### src/rtl/axi_xbar_pkg.sv
// rtl/axi_xbar_pkg.sv - shared address map, width helper and slice entry type for the crossbar address path
package axi_xbar_pkg;

  function automatic int tgt_w(input int n);
    return $clog2(n + 1);
  endfunction

  localparam int XBAR_NUM_SLAVES = 6;
  localparam int XBAR_ADDR_W     = 32;
  localparam int XBAR_ID_W       = 4;
  localparam int XBAR_TGT_W      = tgt_w(XBAR_NUM_SLAVES);

  // Entry i sits at bits [i*ADDR_W +: ADDR_W]; the leftmost constant is slave 5.
  localparam logic [XBAR_NUM_SLAVES*XBAR_ADDR_W-1:0] XBAR_SLV_BASE = {
    32'h2000_0000, 32'h1001_0000, 32'h1000_0000,
    32'h0002_0000, 32'h0001_0000, 32'h0000_0000
  };
  localparam logic [XBAR_NUM_SLAVES*XBAR_ADDR_W-1:0] XBAR_SLV_LAST = {
    32'h207F_FFFF, 32'h1001_03FF, 32'h1000_03FF,
    32'h0002_FFFF, 32'h0001_FFFF, 32'h0000_3FFF
  };

  typedef struct packed {
    logic [XBAR_TGT_W-1:0]  target;
    logic [XBAR_ADDR_W-1:0] addr;
    logic [XBAR_ID_W-1:0]   id;
  } slice_t;

endpackage

### src/rtl/axi_addr_match.sv
// rtl/axi_addr_match.sv - combinational address-to-target decoder; no hit yields NUM_SLAVES
module axi_addr_match
  import axi_xbar_pkg::*;
#(
  parameter int NUM_SLAVES = XBAR_NUM_SLAVES,
  parameter int ADDR_W     = XBAR_ADDR_W,
  parameter logic [NUM_SLAVES*ADDR_W-1:0] SLV_BASE = XBAR_SLV_BASE,
  parameter logic [NUM_SLAVES*ADDR_W-1:0] SLV_LAST = XBAR_SLV_LAST,
  localparam int TGT_W = tgt_w(NUM_SLAVES)
) (
  input  logic [ADDR_W-1:0] addr_i,
  output logic [TGT_W-1:0]  target_o
);

  // Scan from the top so the lowest-index hit is the last one written.
  always_comb begin
    target_o = TGT_W'(NUM_SLAVES);
    for (int i = NUM_SLAVES - 1; i >= 0; i--) begin
      if ((addr_i >= SLV_BASE[i*ADDR_W +: ADDR_W]) && (addr_i <= SLV_LAST[i*ADDR_W +: ADDR_W])) begin
        target_o = TGT_W'(i);
      end
    end
  end

endmodule

### src/rtl/axi_addr_router.sv
// rtl/axi_addr_router.sv - address-channel router: decode, one-entry output slice, in-order target lock
module axi_addr_router
  import axi_xbar_pkg::*;
#(
  parameter int NUM_SLAVES      = XBAR_NUM_SLAVES,
  parameter int ADDR_W          = XBAR_ADDR_W,
  parameter int ID_W            = XBAR_ID_W,
  parameter int MAX_OUTSTANDING = 4,
  parameter logic [NUM_SLAVES*ADDR_W-1:0] SLV_BASE = XBAR_SLV_BASE,
  parameter logic [NUM_SLAVES*ADDR_W-1:0] SLV_LAST = XBAR_SLV_LAST,
  localparam int TGT_W = tgt_w(NUM_SLAVES),
  localparam int CNT_W = $clog2(MAX_OUTSTANDING + 1)
) (
  input  logic                  ACLK,
  input  logic                  ARESET,
  input  logic                  S_VALID,
  output logic                  S_READY,
  input  logic [ADDR_W-1:0]     S_ADDR,
  input  logic [ID_W-1:0]       S_ID,
  output logic [NUM_SLAVES-1:0] M_VALID,
  input  logic [NUM_SLAVES-1:0] M_READY,
  output logic [ADDR_W-1:0]     M_ADDR,
  output logic [ID_W-1:0]       M_ID,
  output logic                  DEC_ERR_VALID,
  input  logic                  DEC_ERR_READY,
  input  logic                  RESP_DONE,
  output logic [TGT_W-1:0]      TARGET,
  output logic [CNT_W-1:0]      OUTSTANDING
);

  logic [TGT_W-1:0] dec_tgt;
  slice_t           slice_q, slice_d;
  logic             valid_q, valid_d;
  logic [CNT_W-1:0] cnt_q, cnt_d, cnt_eff;
  logic             sel_ready, drain, resp, blocked, accept;

  axi_addr_match #(
    .NUM_SLAVES(NUM_SLAVES),
    .ADDR_W    (ADDR_W),
    .SLV_BASE  (SLV_BASE),
    .SLV_LAST  (SLV_LAST)
  ) u_match (
    .addr_i  (S_ADDR),
    .target_o(dec_tgt)
  );

  always_comb begin
    sel_ready = DEC_ERR_READY;
    for (int i = 0; i < NUM_SLAVES; i++) begin
      if (slice_q.target == TGT_W'(i)) sel_ready = M_READY[i];
    end
  end

  assign drain = valid_q && sel_ready;
  assign resp  = RESP_DONE && (cnt_q != '0);

  // Count as it stands once this cycle's response retires, so a full or
  // locked path can accept in the very cycle RESP_DONE frees it.
  assign cnt_eff = cnt_q - CNT_W'(resp);
  assign blocked = (cnt_eff == CNT_W'(MAX_OUTSTANDING)) ||
                   ((cnt_eff != '0) && (dec_tgt != slice_q.target));

  assign S_READY = (!valid_q || drain) && !blocked;
  assign accept  = S_VALID && S_READY;

  always_comb begin
    valid_d = valid_q;
    slice_d = slice_q;
    cnt_d   = cnt_eff;
    if (drain) valid_d = 1'b0;
    if (accept) begin
      valid_d        = 1'b1;
      slice_d.target = dec_tgt;
      slice_d.addr   = S_ADDR;
      slice_d.id     = S_ID;
      cnt_d          = cnt_eff + CNT_W'(1);
    end
  end

  always_ff @(posedge ACLK or posedge ARESET) begin
    if (ARESET) begin
      valid_q <= 1'b0;
      slice_q <= '0;
      cnt_q   <= '0;
    end else begin
      valid_q <= valid_d;
      slice_q <= slice_d;
      cnt_q   <= cnt_d;
    end
  end

  always_comb begin
    M_VALID = '0;
    for (int i = 0; i < NUM_SLAVES; i++) begin
      M_VALID[i] = valid_q && (slice_q.target == TGT_W'(i));
    end
  end

  assign DEC_ERR_VALID = valid_q && (slice_q.target == TGT_W'(NUM_SLAVES));
  assign M_ADDR        = slice_q.addr;
  assign M_ID          = slice_q.id;
  assign TARGET        = slice_q.target;
  assign OUTSTANDING   = cnt_q;

endmodule

### config.mk
export PLATFORM = sky130hd
export DESIGN_NAME = axi_addr_router
export DESIGN_NICKNAME = d
export VERILOG_FILES = /design/src/rtl/axi_xbar_pkg.sv /design/src/rtl/axi_addr_match.sv /design/src/rtl/axi_addr_router.sv
export SDC_FILE = /design/constraint.sdc
export NUM_CORES = 1
export LEC_CHECK = 0
export ABC_AREA = 1
export BUFFER_PORTS_ARGS = -buffer_cell sky130_fd_sc_hd__buf_2
export CAP_MARGIN = 20
export CORE_MARGIN = 2
export CORE_UTILIZATION = 52
export DETAILED_ROUTE_END_ITERATION = 16
export PLACE_DENSITY = 0.88
export SLEW_MARGIN = 10
export SYNTH_ARGS = -nofsm -noshare
export SYNTH_HDL_FRONTEND = slang
export SYNTH_SLANG_ARGS = --single-unit
### constraint.sdc
create_clock -name ACLK -period 5.65 [get_ports ACLK]
set_clock_uncertainty 0.2 [all_clocks]
set_input_delay 0.565 -clock ACLK [delete_from_list [all_inputs] [get_ports ACLK]]
set_output_delay 0.565 -clock ACLK [all_outputs]
set_load 0.02 [all_outputs]
==> impl_metrics.csv <==
group,metric,value,unit
layout,drive_above_1_share,0.297,
grt,grt_pass1_vias,2223,
sta,fin_tns_setup,0,ns
worst_setup_path,crit_chain,"o31a_1 > ha_1 > ha_1 > ha_1 > nand2_1 > a21boi_4 > and2_1 > buf_2",
power_and_ir_drop,power,1.78,mW
worst_setup_path,crit_path_start_kind,"flop",
layout,fill_cells,374,
worst_setup_path,cp_max_fo,23,
synth,synthTopCellsByArea,"dfrtp_1 (45%), nand2_1 (18%), nand4_1 (12%)",
synth,synth.area.mux_share,0,
routing,first_iter_violations,106,
routing,num_vias,2440,
power_and_ir_drop,power_density,615,nW/um^2
clocking,cts.reportedPaths.clkPinSlew,0.07,ns
routing,drcViolationCount,0,
routing,wl_met2,3070,um
synth,ys_types,24,
floorplan,rows,24,
routing,ant_nets,0,
sta,hold_violations,0,
placement,dp_hpwl,4230,um
hold_path,min_path_type,"in2async",
sta,fmax,290,MHz
clocking,clockBufferDepth,2,
floorplan,die_y,71.5,um
sta,finalCriticalPeriod,3.45,ns
routing,vias_per_cell,5.51,
synth,netlist.area_leader.share,0.454,
layout,fin_nets,443,
clocking,cts-resized-gates,0,
routing,detail_route.wl_per_cell,14.0,um
grt,overflow,0,
grt,grt_usage,0.249,
synth,syn-instance-count,307,
synth,synth-edff-count,0,
synth,synth_seq_area_share,0.454,
synth,synthAdderAreaFrac,0.0211,
grt,grt_pass1_wl,10100,um
floorplan,design.core.area,4380,sq um
floorplan,die_w,71.5,um
routing,met3_wirelength,354,um
routing,top_layer,"met4",
placement,globalplace.congestion,0.882,
worst_setup_path,endpoint_kind,"primary output",
synth,synth_compound_area_frac,0.0174,
outcome,status,"completed",
floorplan,start_util,0.541,
floorplan,die-area,5120,sq um
power_and_ir_drop,p_leak,1.66,nW
sta,period_share,0.611,
synth,ys_ff_latch,43,
sta,final-max-slew-violation-count,0,
sta,setup-violations-final,0,
routing,finalWirelength,6190,um
clocking,root_buffer,"clkbuf_8",
layout,syn2layout_area_growth,21.9,%
worst_setup_path,crit_path_top_delay_cell,"a21boi_4",
placement,io_buffer_count,96,
clocking,cts_inserted_buffers,5,
synth,synthArstFlopShare,1.00,
sta,rsz0062_at_grt,"no",
routing,first_pass_iters,4,
worst_setup_path,crit_path_frequent_cell,"ha_1",
synth,synthTopCellsByCount,"nand2_1 (115), nand4_1 (46), dfrtp_1 (43)",
synth,synth_top_family_by_area,"simple AND/OR/NAND/NOR gates",
worst_setup_path,slowest_delay,0.57,ns
power_and_ir_drop,irDropWorstVdd,0.460,mV
worst_setup_path,required,4.89,ns
synth,synth_most_common_cell,"nand2_1",
grt,antenna_found_initial,0,
synth,syn_nets,358,
synth,synth_top_area_cell,"dfrtp_1",
floorplan,floorplan.io_pins,97,
clocking,cts_hold_buf,0,
synth,ys_warn_count,0,
clocking,htree_levels,2,
grt,grt_max_degree,45,
layout,antenna_cells,0,
worst_setup_path,crit_arrival,2.69,ns
clocking,cts.sinks,43,
clocking,cts_tree,"done",
synth,synth_flop_cell,"dfrtp_1",
clocking,clk_latency,0.29,ns
synth,synth_area,2370,sq um
clocking,cts_setup_buffers,0,
sta,tightestPinTransition,0.882,ns
sta,slew_headroom,0.411,
job,cap_violations,0,
synth,synthSimpleGateAreaFrac,0.421,
worst_setup_path,path_class,"reg2out",
routing,drt-met1-wl,2640,um
synth,syn-mean-instance-area,7.72,sq um
synth,synth-xor-area-share,0.00739,
-- flip-flops by register name (all words and copies together) (netlist names) --
signal       cells
M_ADDR          32
OUTSTANDING      3
M_ID             4
valid_q          1
TARGET           3
-- layout by cell type (no fill, tap or decap), drive strengths merged --
| master | count |
|---|---|
| nand2 | 116 |
| buf | 97 |
| nand4 | 46 |
| dfrtp | 43 |
| nor2 | 29 |
| inv | 20 |
| nand3 | 17 |
| clkbuf | 6 |
| ha | 4 |
| nor4 | 3 |
| nor3 | 2 |
| xor2 | 2 |
| a21oi | 1 |
| o211ai | 1 |
| o221ai | 1 |
| a21boi | 1 |
| o31a | 1 |
| and2 | 1 |
-- where the power goes --
group | switching (mW) | internal (mW) | total (mW) | leakage, nW
logic | 0.737 | 0.314 | 1.05 | 1.09
registers | 0.0891 | 0.459 | 0.548 | 0.534
clock network | 0.0970 | 0.0824 | 0.179 | 0.0371
total | 0.923 | 0.856 | 1.78 | 1.66
-- final timing paths --
kind | startpoint | cells after the start | endpoint | slack [ns]
max | OUTSTANDING[0] | 8 | S_READY | 2.20
min | ARESET | 2 | M_ID[0] | 0.25
max reg2reg | OUTSTANDING[0] | 9 | M_ADDR[8] | 2.51
min reg2reg | M_ADDR[31] | 2 | M_ADDR[31] | 0.27
max in group asynchronous | ARESET | 2 | M_ADDR[4] | 4.44
min in group ACLK | M_ADDR[31] | 2 | M_ADDR[31] | 0.27
-- per-layer routing --
| metal | up-vias | track usage |
|---|---|---|
| met4 | 0 | 0.0964 |
| li1 | 1187 | - |
| met5 | - | 0 |
| met1 | 1158 | 0.340 |
| met3 | 11 | 0.0478 |
| met2 | 84 | 0.397 |
-- cells by family after synthesis --
group / after synthesis
and+or+nand+nor: 214
AOI/OAI and AO/OA: 5
buffers and inverters: 39
DFF: 43
xor gates and xnor gates: 2
adders and majority gates: 4
-- stage by stage --
stage / util / worst slack [ns] / hold slack, ns / cells / instance area, sq um
2_1_floorplan: - / 2.85 / 0.369 / 307 / 2370
3_5_place_dp: 0.643 / 2.41 / 0.255 / 437 / 2820
5_1_grt: 0.659 / 2.07 / 0.294 / 443 / 2890
4_1_cts: 0.659 / 2.21 / 0.274 / 443 / 2890
3_3_place_gp: 0.643 / 2.47 / 0.250 / 437 / 2820
6_report: 0.659 / 2.20 / 0.249 / 443 / 2890
-- final cells by class --
class	count	area (sq um)	share of cell area
clock buffer	6	72.6	0.0251
inverter	20	75.1	0.0260
multi-input combinational	225	1110	0.385
sequential	43	1080	0.372
tap	52	65.1	0.0225
timing repair buffer	97	488	0.169
-- critical path, delay by kind of cell (launching register included) --
family,cells,cell delay (ns)
buffers and inverters,1,0.16
adder cells (fa/ha/maj),3,0.69
AO/OA/AOI/OAI,2,0.87
flip-flops,1,0.39
AND/OR/NAND/NOR,2,0.29
Note: power is estimated with default switching activity, not from simulation.
